--- src/rtl/mfp_7seg_scan_ctrl.sv ---
// Scan scheduler for an N-digit active-low 7-segment display with blanking dead-time.
// Latency: one cycle from a state change to the pins; new digit data takes effect at the next frame boundary.
// No backpressure: LOAD is always accepted, and the last LOAD before a boundary wins.
//
// Ports:
//   HCLK, HRESET         clock, synchronous active-high reset
//   LOAD                 1-cycle strobe capturing DIGITS/EN_MASK/DP_MASK into the pending buffer
//   DIGITS               hex nibble per digit, digit i = DIGITS[4i+3:4i]
//   EN_MASK, DP_MASK     per-digit scan enable, per-digit decimal point
//   IO_7SEGEN_N          digit anodes, active-low
//   IO_7SEG_N            segments {CA..CG}, active-low
//   IO_DP_N              decimal point, active-low
//   FRAME_DONE           1-cycle pulse in the first cycle after each frame boundary
module mfp_7seg_scan_ctrl #(
  parameter int N_DIGITS     = 8,
  parameter int SCAN_DIV     = 50000,
  parameter int BLANK_CYCLES = 64,
  parameter int CNT_W        = 16
) (
  input  logic                    HCLK,
  input  logic                    HRESET,
  input  logic                    LOAD,
  input  logic [4*N_DIGITS-1:0]   DIGITS,
  input  logic [N_DIGITS-1:0]     EN_MASK,
  input  logic [N_DIGITS-1:0]     DP_MASK,
  output logic [N_DIGITS-1:0]     IO_7SEGEN_N,
  output logic [6:0]              IO_7SEG_N,
  output logic                    IO_DP_N,
  output logic                    FRAME_DONE
);

  localparam int IDX_W = (N_DIGITS > 1) ? $clog2(N_DIGITS) : 1;
  localparam logic [CNT_W-1:0] BLANK_LAST = CNT_W'(BLANK_CYCLES - 1);
  localparam logic [CNT_W-1:0] ON_LAST    = CNT_W'(SCAN_DIV - BLANK_CYCLES - 1);

  typedef enum logic [1:0] {ST_IDLE, ST_BLANK, ST_ON} state_t;

  state_t                  state_q, state_d;
  logic [IDX_W-1:0]        idx_q, idx_d;
  logic [CNT_W-1:0]        cnt_q, cnt_d;

  logic [4*N_DIGITS-1:0]   pend_dig_q, act_dig_q;
  logic [N_DIGITS-1:0]     pend_en_q, pend_dp_q, act_en_q, act_dp_q;
  logic                    pend_vld_q;

  logic                    apply;
  logic                    frame_end;
  logic [N_DIGITS-1:0]     new_en;
  logic [IDX_W:0]          nxt;

  logic [N_DIGITS-1:0]     an_d;
  logic [6:0]              seg_d;
  logic                    dp_d;

  function automatic logic [IDX_W-1:0] lowest_set(input logic [N_DIGITS-1:0] en);
    lowest_set = '0;
    for (int i = N_DIGITS - 1; i >= 0; i--) begin
      if (en[i]) lowest_set = IDX_W'(i);
    end
  endfunction

  // {found, index} of the lowest enabled digit strictly above cur.
  function automatic logic [IDX_W:0] next_above(input logic [N_DIGITS-1:0] en,
                                                input logic [IDX_W-1:0]  cur);
    next_above = '0;
    for (int i = N_DIGITS - 1; i >= 0; i--) begin
      if (en[i] && (i > int'(cur))) next_above = {1'b1, IDX_W'(i)};
    end
  endfunction

  function automatic logic [6:0] hex_seg(input logic [3:0] v);
    case (v)
      4'h0: hex_seg = 7'b0000001;
      4'h1: hex_seg = 7'b1001111;
      4'h2: hex_seg = 7'b0010010;
      4'h3: hex_seg = 7'b0000110;
      4'h4: hex_seg = 7'b1001100;
      4'h5: hex_seg = 7'b0100100;
      4'h6: hex_seg = 7'b0100000;
      4'h7: hex_seg = 7'b0001111;
      4'h8: hex_seg = 7'b0000000;
      4'h9: hex_seg = 7'b0000100;
      4'hA: hex_seg = 7'b0001000;
      4'hB: hex_seg = 7'b1100000;
      4'hC: hex_seg = 7'b0110001;
      4'hD: hex_seg = 7'b1000010;
      4'hE: hex_seg = 7'b0110000;
      default: hex_seg = 7'b0111000;
    endcase
  endfunction

  // State register plus the pending/active data buffers.
  always_ff @(posedge HCLK) begin
    if (HRESET) begin
      state_q    <= ST_IDLE;
      idx_q      <= '0;
      cnt_q      <= '0;
      pend_dig_q <= '0;
      pend_en_q  <= '0;
      pend_dp_q  <= '0;
      pend_vld_q <= 1'b0;
      act_dig_q  <= '0;
      act_en_q   <= '0;
      act_dp_q   <= '0;
    end else begin
      state_q <= state_d;
      idx_q   <= idx_d;
      cnt_q   <= cnt_d;
      if (apply) begin
        act_dig_q <= pend_dig_q;
        act_en_q  <= pend_en_q;
        act_dp_q  <= pend_dp_q;
      end
      // A LOAD coinciding with an apply refills the buffer for the following boundary.
      if (LOAD) begin
        pend_dig_q <= DIGITS;
        pend_en_q  <= EN_MASK;
        pend_dp_q  <= DP_MASK;
        pend_vld_q <= 1'b1;
      end else if (apply) begin
        pend_vld_q <= 1'b0;
      end
    end
  end

  // Next-state logic.
  always_comb begin
    state_d   = state_q;
    idx_d     = idx_q;
    cnt_d     = cnt_q;
    apply     = 1'b0;
    frame_end = 1'b0;
    new_en    = pend_vld_q ? pend_en_q : act_en_q;
    nxt       = next_above(act_en_q, idx_q);
    case (state_q)
      ST_IDLE: begin
        if (pend_vld_q) begin
          apply = 1'b1;
          if (pend_en_q != '0) begin
            state_d = ST_BLANK;
            idx_d   = lowest_set(pend_en_q);
            cnt_d   = '0;
          end
        end
      end
      ST_BLANK: begin
        if (cnt_q == BLANK_LAST) begin
          state_d = ST_ON;
          cnt_d   = '0;
        end else begin
          cnt_d = cnt_q + 1'b1;
        end
      end
      ST_ON: begin
        if (cnt_q == ON_LAST) begin
          cnt_d = '0;
          if (nxt[IDX_W]) begin
            state_d = ST_BLANK;
            idx_d   = nxt[IDX_W-1:0];
          end else begin
            // Wrap (or single enabled digit): frame boundary.
            frame_end = 1'b1;
            apply     = pend_vld_q;
            if (new_en == '0) begin
              state_d = ST_IDLE;
              idx_d   = '0;
            end else begin
              state_d = ST_BLANK;
              idx_d   = lowest_set(new_en);
            end
          end
        end else begin
          cnt_d = cnt_q + 1'b1;
        end
      end
      default: begin
        state_d = ST_IDLE;
        idx_d   = '0;
        cnt_d   = '0;
      end
    endcase
  end

  // Output decode from the next state so the pins change in the first cycle of that state.
  // Entering ON never coincides with an apply, so the active buffer is already current.
  always_comb begin
    an_d  = '1;
    seg_d = 7'h7F;
    dp_d  = 1'b1;
    if (state_d == ST_ON) begin
      an_d[idx_d] = 1'b0;
      seg_d       = hex_seg(act_dig_q[4*idx_d +: 4]);
      dp_d        = ~act_dp_q[idx_d];
    end
  end

  always_ff @(posedge HCLK) begin
    if (HRESET) begin
      IO_7SEGEN_N <= '1;
      IO_7SEG_N   <= 7'h7F;
      IO_DP_N     <= 1'b1;
      FRAME_DONE  <= 1'b0;
    end else begin
      IO_7SEGEN_N <= an_d;
      IO_7SEG_N   <= seg_d;
      IO_DP_N     <= dp_d;
      FRAME_DONE  <= frame_end;
    end
  end

endmodule

--- config.mk ---
export PLATFORM = sky130hd
export DESIGN_NAME = mfp_7seg_scan_ctrl
export DESIGN_NICKNAME = d
export VERILOG_FILES = /design/src/rtl/mfp_7seg_scan_ctrl.sv
export SDC_FILE = /design/constraint.sdc
export NUM_CORES = 1
export LEC_CHECK = 0
export BUFFER_PORTS_ARGS = -buffer_cell sky130_fd_sc_hd__buf_4
export CAP_MARGIN = 10
export CORE_MARGIN = 3
export CORE_UTILIZATION = 45
export DETAILED_ROUTE_END_ITERATION = 7
export PLACE_DENSITY = 0.63
export SETUP_SLACK_MARGIN = 0.4
export SKIP_LAST_GASP = 1
export SYNTH_ARGS = -nofsm -noshare
export SYNTH_HDL_FRONTEND = slang
export SYNTH_SLANG_ARGS = --single-unit
--- constraint.sdc ---
create_clock -name HCLK -period 4.1 [get_ports HCLK]
set_input_delay 0.41 -clock HCLK [delete_from_list [all_inputs] [get_ports HCLK]]
set_output_delay 0.41 -clock HCLK [all_outputs]
set_load 0.01 [all_outputs]
# Yosys cells after proc, flatten, opt, wreduce, memory -nomap -nowiden
# Memory sizes are Yosys's and may differ from the RTL's. A register that Yosys moved wholly into a read port is not among the register bits.
# Index checks and enable logic that the tools add are counted.
dict set report totals {
  regBits 128
  romBits 112
  output_inout_bits 17
  wordCells 105
  n_memories 1
}
dict set report classes {
  n_addsub 1
  order_cmp 9
  eq_ne 7
  n_shift 1
  muxes 53
  n_bitwise 5
  reduce_logical 15
}
# memory depth word_bits read_ports rd_ports_with_merged_regs wr line_no
set mem_list {}
lappend mem_list {{(no name shown)} 16 7 1 1 0 72} ;# case (v)
# operator count
set op_table {}
lappend op_table {{$mux W16} 4}
lappend op_table {{$mux W3} 21}
lappend op_table {{$pmux W16 S3} 1}
lappend op_table {{$shiftx A32 B6 Y4} 1}
lappend op_table {{$mux W4} 7}
lappend op_table {{$add A16 B1 Y16 const B} 1}
lappend op_table {{$eq A16 B16 Y1 const B} 1}
lappend op_table {{$eq A16 B6 Y1 const B} 1}
lappend op_table {{$gt A3 B3 Y1 const A} 4}
lappend op_table {{$mux W1} 10}
lappend op_table {{$pmux W3 S3} 1}
lappend op_table {{$logic_and A1 B1 Y1} 8}
lappend op_table {{$logic_not A8 Y1} 1}
lappend op_table {{$mux W2} 4}
lappend op_table {{$mux W8} 1}
lappend op_table {{$not A8 Y8} 1}
lappend op_table {{$reduce_bool A8 Y1} 1}
lappend op_table {{$gt A2 B3 Y1 const A} 2}
lappend op_table {{$pmux W2 S3} 1}
lappend op_table {{$eq A2 B2 Y1 const B} 2}
lappend op_table {{$lt A3 B4 Y1 const B} 1}
lappend op_table {{$ne A2 B2 Y1 const B} 2}
lappend op_table {{$not A1 Y1} 4}
lappend op_table {{$bmux W1 S3} 1}
lappend op_table {{other kinds (10)} 10}

# Logic depth before layout (Yosys ltp)
dict set report logic_depth {
  ltp_word 18
  ltp_mapped 17
  ltp_nobuf 16
}

# Least setup slack after synthesis
# No wires, ideal clock.
dict set report synth_path {
  kind {register to register}
  start {register pend_vld_q}
  end {register IO_7SEG_N[6]}
  setup_ns 0.128
  arrival_time_ns 3.481
  t_required_ns 3.972
  slack_ns 0.490
  stages_incl_launch_ff 17
  n_path_buf 2
  cell_sequence {dfxtp_1 buf_2 nor3b_1 o2bb2a_1 o211a_2 a2111oi_2 a31oi_1 o2bb2ai_4 buf_6 mux2i_1 o22ai_1 nor2_1 inv_1 ha_1 or3_4 a21boi_2 nor3_2}
}
dict set report synth_via {
  elab_chain_len 14
  word_cells_on_any_way 24
}
# element line_no
set synth_lines {}
lappend synth_lines {{from (decl)} 44} ;# logic pend_vld_q;
lappend synth_lines {{from (signal assigned)} 101} ;# pend_vld_q <= 1'b0;
lappend synth_lines {{from (signal assigned)} 119} ;# pend_vld_q <= 1'b1;
lappend synth_lines {{from (signal assigned)} 121} ;# pend_vld_q <= 1'b0;
lappend synth_lines {{$mux W8} 133} ;# new_en = pend_vld_q ? pend_en_q : act_en_q;
lappend synth_lines {{$mux W3 (8 in series)} 58} ;# if (en[i]) lowest_set = IDX_W'(i);
lappend synth_lines {{$mux W3} 164} ;# if (new_en == '0) begin
lappend synth_lines {{$mux W3} 157} ;# if (nxt[IDX_W]) begin
lappend synth_lines {{$mux W3} 155} ;# if (cnt_q == ON_LAST) begin
lappend synth_lines {{$pmux W3 S3} 135} ;# case (state_q)
lappend synth_lines {{$shiftx A32 B6 Y4} 192} ;# seg_d = hex_seg(act_dig_q[4*idx_d +: 4]);
lappend synth_lines {{to (decl)} 27} ;# output logic [6:0] IO_7SEG_N,
# Parallel ways exist; a longest one is shown, timed or not.
# A chain may end at the register's enable or synchronous reset.

# Worst setup path after layout
dict set report layout_path {
  start {register cnt_q[6]}
  end {register IO_7SEG_N[6]}
}
dict set report layout_via {
  elab_chain_len 6
  word_cells_on_any_way 11
}
# element line_no
set layout_lines {}
lappend layout_lines {{from (decl)} 40} ;# logic [CNT_W-1:0] cnt_q, cnt_d;
lappend layout_lines {{from (signal assigned)} 108} ;# cnt_q <= cnt_d;
lappend layout_lines {{parallel branches: the longest is 6 deep, another holds $shiftx A32 B6 Y4} -}
# Parallel ways; which one is timed is not known.

==> reports/metrics.yaml <==
outcome: "finished clean"
diodes_inserted: 0
crit_slowest_cell: "sky130_fd_sc_hd__or4_4"
io-pin-count: 68
clock_sink_count: 135
synth-edff-count: 0
ant_nets: 0
cts_max_path_buffers: 2
ys.flop_type: "sky130_fd_sc_hd__dfxtp_1"
r2r_start: "cnt_q[6]$_SDFFE_PP0P_"
worstMarginPinSlew_ns: 1.062
floorplan.initialDensity_pct: 47.03
max-slew-margin-rel_pct: 29.20
end_kind: "flop"
swShare_pct: 23.10
syn_area_per_cell_um2: 8.760
grt_start_max_net_pins: 103
dr.first_iter.drc_count: 290
cts_buf_count: 17
synth_warnings: 0
crit_arrival_ns: 3.84
final_core_utilization_pct: 57.81
rsz0062_at_grt: "true"
input_output_buffers: 67
detailed_placement_wirelength_estimate_um: 9872
yosysTopAreaCell: "sky130_fd_sc_hd__dfxtp_1"
finalWeightedCongestion: 0.8772
die_height_um: 122.2
crit_path_start: "cnt_q[6]$_SDFFE_PP0P_"
std_cell_rows: 41
post_layout_nets: 820
postRouteWirelength_um: 14030
cellInternalPower_uw: 2559
timing.reg2reg.setup_slack_ns: 0.55
grt_first_pass_wirelength_um: 23340
r2r_end: "IO_7SEG_N[6]$_SDFF_PP1_"
comb_power_share_pct: 10.7
worstPathCellList: "or4_4 > nor4_4 > buf_6 > nand2_4 > a311oi_4 > buf_4 > o211ai_2 > o2bb2a_2 > mux2_2 > o221a_4 > or3_4 > a21boi_2 > nor3_2"
final-hold-violation-count: 0
min-delay-path-class: "in -> reg"
drv.max_cap_violation_count: 0
route.detailed.drc: 0
cts_hold_repair.buffers: 0
synthesis.instances: 694
category_of_the_most_critical_setup_path: "reg -> reg"
crit_path_capture: "IO_7SEG_N[6]$_SDFF_PP1_"
drive_gt1_share_pct: 21.48
timing.setup.tns_ns: 0
netSwitchingPower_uw: 768.4
peakVddDrop_v: 0.0002905
reg2reg_depth: 13
placement.setup.worst_slack_ns: 0.3152
cts_tree: "done"
clock_tree.htree_level_count: 4
total_leakage_power_uw: 0.002934
synth.cell_area_mm2: 0.006080
detailedRoute.firstPassIterationCount: 4
achievable-frequency_ghz: 0.2818
setup_ws_ns: 0.5513
dieArea_mm2: 0.01494
biggest_cell_delay_along_the_critical_path_ns: 0.56
clk-insertion-delay-late_ns: 0.42
worst_ep_required_time_ns: 4.39
synth_cell_types: 75
clk_pin_slew_ns: 0.05
pwr-share-seq_pct: 42.1
via_cell_ratio: 5.320
postSynthRegisterBits: 135
drt-wirelength-per-cell_um: 14.93
synth.area.top_cells: "sky130_fd_sc_hd__dfxtp_1 44%, sky130_fd_sc_hd__mux2i_1 11%, sky130_fd_sc_hd__nand2_1 7.2%"
placeableCoreArea_mm2: 0.01293
cp_num_buf_inv: 2
clockRootBuffer: "sky130_fd_sc_hd__clkbuf_16"
number_of_nets_in_the_synthesized_netlist: 756
period_utilisation_layout_pct: 86.55
power.share.clock_pct: 47.2
crit_fanout: 12
worstSetupStartpointType: "flop"
fin_skew_ns: 0.005880
cp.depth: 13
report.final.slew_viol_count: 0
post-synth-top-area-fraction_pct: 44.45
setup-violations-final: 0
global_route.usage.total_pct: 19.62
synth-seq-area-share_pct: 44.45
globalRoute.totalOverflow: 0
dr_vias: 5001
asr_flop_ratio_synth_pct: 0
number_of_antenna_violations_at_the_first_check_in_global_routing: 0
final_period_minus_worst_setup_slack_ns: 3.549
crit_family: "simple AND/OR/NAND/NOR gates"
grt_pass1_vias: 4802
pwr_density_cell_mw_per_mm2: 445.2
die_width_um: 122.2
area_delta_synth_final_pct: 22.93
## timing repair
item	CTS	global route
pin swaps	1	4
resized for setup	2	28
setup buffers	1	5
endpoints found under the setup margin	2	5
hold endpoints to repair	0	0
## synthesized netlist by cell type (all sizes together), types with 5 or more instances
| cell type | n |
|---|---|
| dfxtp | 135 |
| nand2 | 117 |
| nor2 | 86 |
| a21oi | 66 |
| mux2i | 65 |
| clkbuf | 28 |
| inv | 18 |
| o21ai | 17 |
| buf | 11 |
| ha | 11 |
| nand3 | 9 |
| and3 | 8 |
| nor3 | 8 |
| nor4 | 7 |
| nor2b | 6 |
| xnor2 | 6 |
| xor2 | 6 |
| mux2 | 5 |
| o211ai | 5 |
| o22ai | 5 |
## power groups by stage
| stage | Clock, uW | Combinational, uW | Sequential (uW) |
|---|---|---|---|
| after floorplan | 0 | 247 | 1410 |
| after global placement | 0 | 331 | 1430 |
| after detailed placement | 0 | 340 | 1430 |
| after CTS | 1600 | 343 | 1400 |
| after global routing | 1660 | 397 | 1410 |
| final | 1570 | 355 | 1400 |
## routing by layer
metal / GRT usage (%) / wire [um] / up-vias / share of wire [%]
met5: 0 / 0 / - / 0
met4: 7.138 / 206 / 0 / 1.5
met3: 5.115 / 642 / 20 / 4.6
met2: 29.34 / 6228 / 99 / 44
met1: 27.35 / 6952 / 2346 / 50
li1: - / - / 2536 / -
## sequential cells by signal (all words and copies together), names as in the netlist
name and flops:
idx_q 3, cnt_q 16, IO_7SEG_N 7, IO_DP_N 1, act_en_q 8, pend_dp_q 8
IO_7SEGEN_N 8, pend_vld_q 1, state_q 2, act_dig_q 32, act_dp_q 8, FRAME_DONE 1
pend_en_q 8, pend_dig_q 32
## worst min-delay path by stage
stage | start | end | slack [ns] | cells past startpoint
floorplan | pend_dig_q[13]$_SDFFE_PP0P_ | act_dig_q[13]$_SDFFE_PP0P_ | 0.43 | 2
global placement | pend_dig_q[15]$_SDFFE_PP0P_ | act_dig_q[15]$_SDFFE_PP0P_ | 0.45 | 2
detailed placement | pend_dig_q[21]$_SDFFE_PP0P_ | act_dig_q[21]$_SDFFE_PP0P_ | 0.44 | 2
CTS | EN_MASK[0] | pend_en_q[0]$_SDFFE_PP0P_ | 0.21 | 3
global route | DIGITS[28] | pend_dig_q[28]$_SDFFE_PP0P_ | 0.21 | 3
finish | DIGITS[28] | pend_dig_q[28]$_SDFFE_PP0P_ | 0.22 | 3
## layout make-up
type                            count  area [um2]
Clock inverter                      8       148.9
Tap cell                          172       215.2
Clock buffer                       21       460.4
Inverter                           18       67.56
Multi-Input combinational cell    502        3223
Sequential cell                   135        2716
Timing Repair Buffer               84       641.9
Fill cell                        1201        5454
## stage by stage
step / instance area, um2 / hold WS, ns / cells / power, uW
floorplan: 6080 / 0.4312 / 694 / 1657
global placement: 6725 / 0.4464 / 905 / 1757
CTS: 7346 / 0.2078 / 935 / 3347
global route: 7473 / 0.2142 / 940 / 3462
detailed placement: 6725 / 0.4439 / 905 / 1767
finish: 7473 / 0.2249 / 940 / 3327
## layout by cell type, fill, tap and decap left out, types with 3 or more instances in the layout
| cell | instances |
|---|---|
| sky130_fd_sc_hd__and3_1 | 8 |
| sky130_fd_sc_hd__inv_1 | 18 |
| sky130_fd_sc_hd__or3_1 | 3 |
| sky130_fd_sc_hd__buf_4 | 81 |
| sky130_fd_sc_hd__o211ai_1 | 4 |
| sky130_fd_sc_hd__nor2b_1 | 5 |
| sky130_fd_sc_hd__or2_2 | 4 |
| sky130_fd_sc_hd__a21o_1 | 4 |
| sky130_fd_sc_hd__o21ai_0 | 13 |
| sky130_fd_sc_hd__nand3_1 | 9 |
| sky130_fd_sc_hd__a21oi_1 | 63 |
| sky130_fd_sc_hd__dfxtp_1 | 124 |
| sky130_fd_sc_hd__bufinv_16 | 4 |
| sky130_fd_sc_hd__mux2_2 | 5 |
| sky130_fd_sc_hd__mux2i_1 | 64 |
| sky130_fd_sc_hd__buf_6 | 3 |
| sky130_fd_sc_hd__nand2_1 | 115 |
| sky130_fd_sc_hd__clkbuf_16 | 17 |
| sky130_fd_sc_hd__a211oi_1 | 3 |
| sky130_fd_sc_hd__nor4_1 | 5 |
| sky130_fd_sc_hd__nor3_1 | 7 |
| sky130_fd_sc_hd__o22ai_1 | 4 |
| sky130_fd_sc_hd__dfxtp_2 | 11 |
| sky130_fd_sc_hd__o21a_1 | 4 |
| sky130_fd_sc_hd__a21oi_2 | 3 |
| sky130_fd_sc_hd__nor2_1 | 85 |
| sky130_fd_sc_hd__o221ai_1 | 3 |
| sky130_fd_sc_hd__nor3b_1 | 3 |
| sky130_fd_sc_hd__ha_1 | 10 |
| sky130_fd_sc_hd__xor2_1 | 6 |
| sky130_fd_sc_hd__nand3b_1 | 4 |
| sky130_fd_sc_hd__xnor2_1 | 6 |
| sky130_fd_sc_hd__nand4_1 | 3 |
## cell families (layout without fill, tap and decap cells)
logic type                 count (synthesis)  count (layout)  share of synthesized area, %
AOI/OAI and AO/OA                        138             138                         15.56
xor gates and xnor gates                  12              12                         1.729
adders and majority gates                 11              11                         2.264
buffers and inverters                     57             131                         3.766
DFF                                      135             135                         44.45
muxes                                     70              70                         11.63
and+or+nand+nor                          271             271                         20.60
## worst register-to-register path, delay by kind of cell (launching register included)
kind | cells | cell delay, ns
AND/OR/NAND/NOR | 5 | 1.28
buffers and inverters | 2 | 0.40
multiplexers | 1 | 0.27
flip-flops | 1 | 0.33
AO/OA/AOI/OAI | 5 | 1.15
Note: power is estimated with default switching activity, not from simulation.
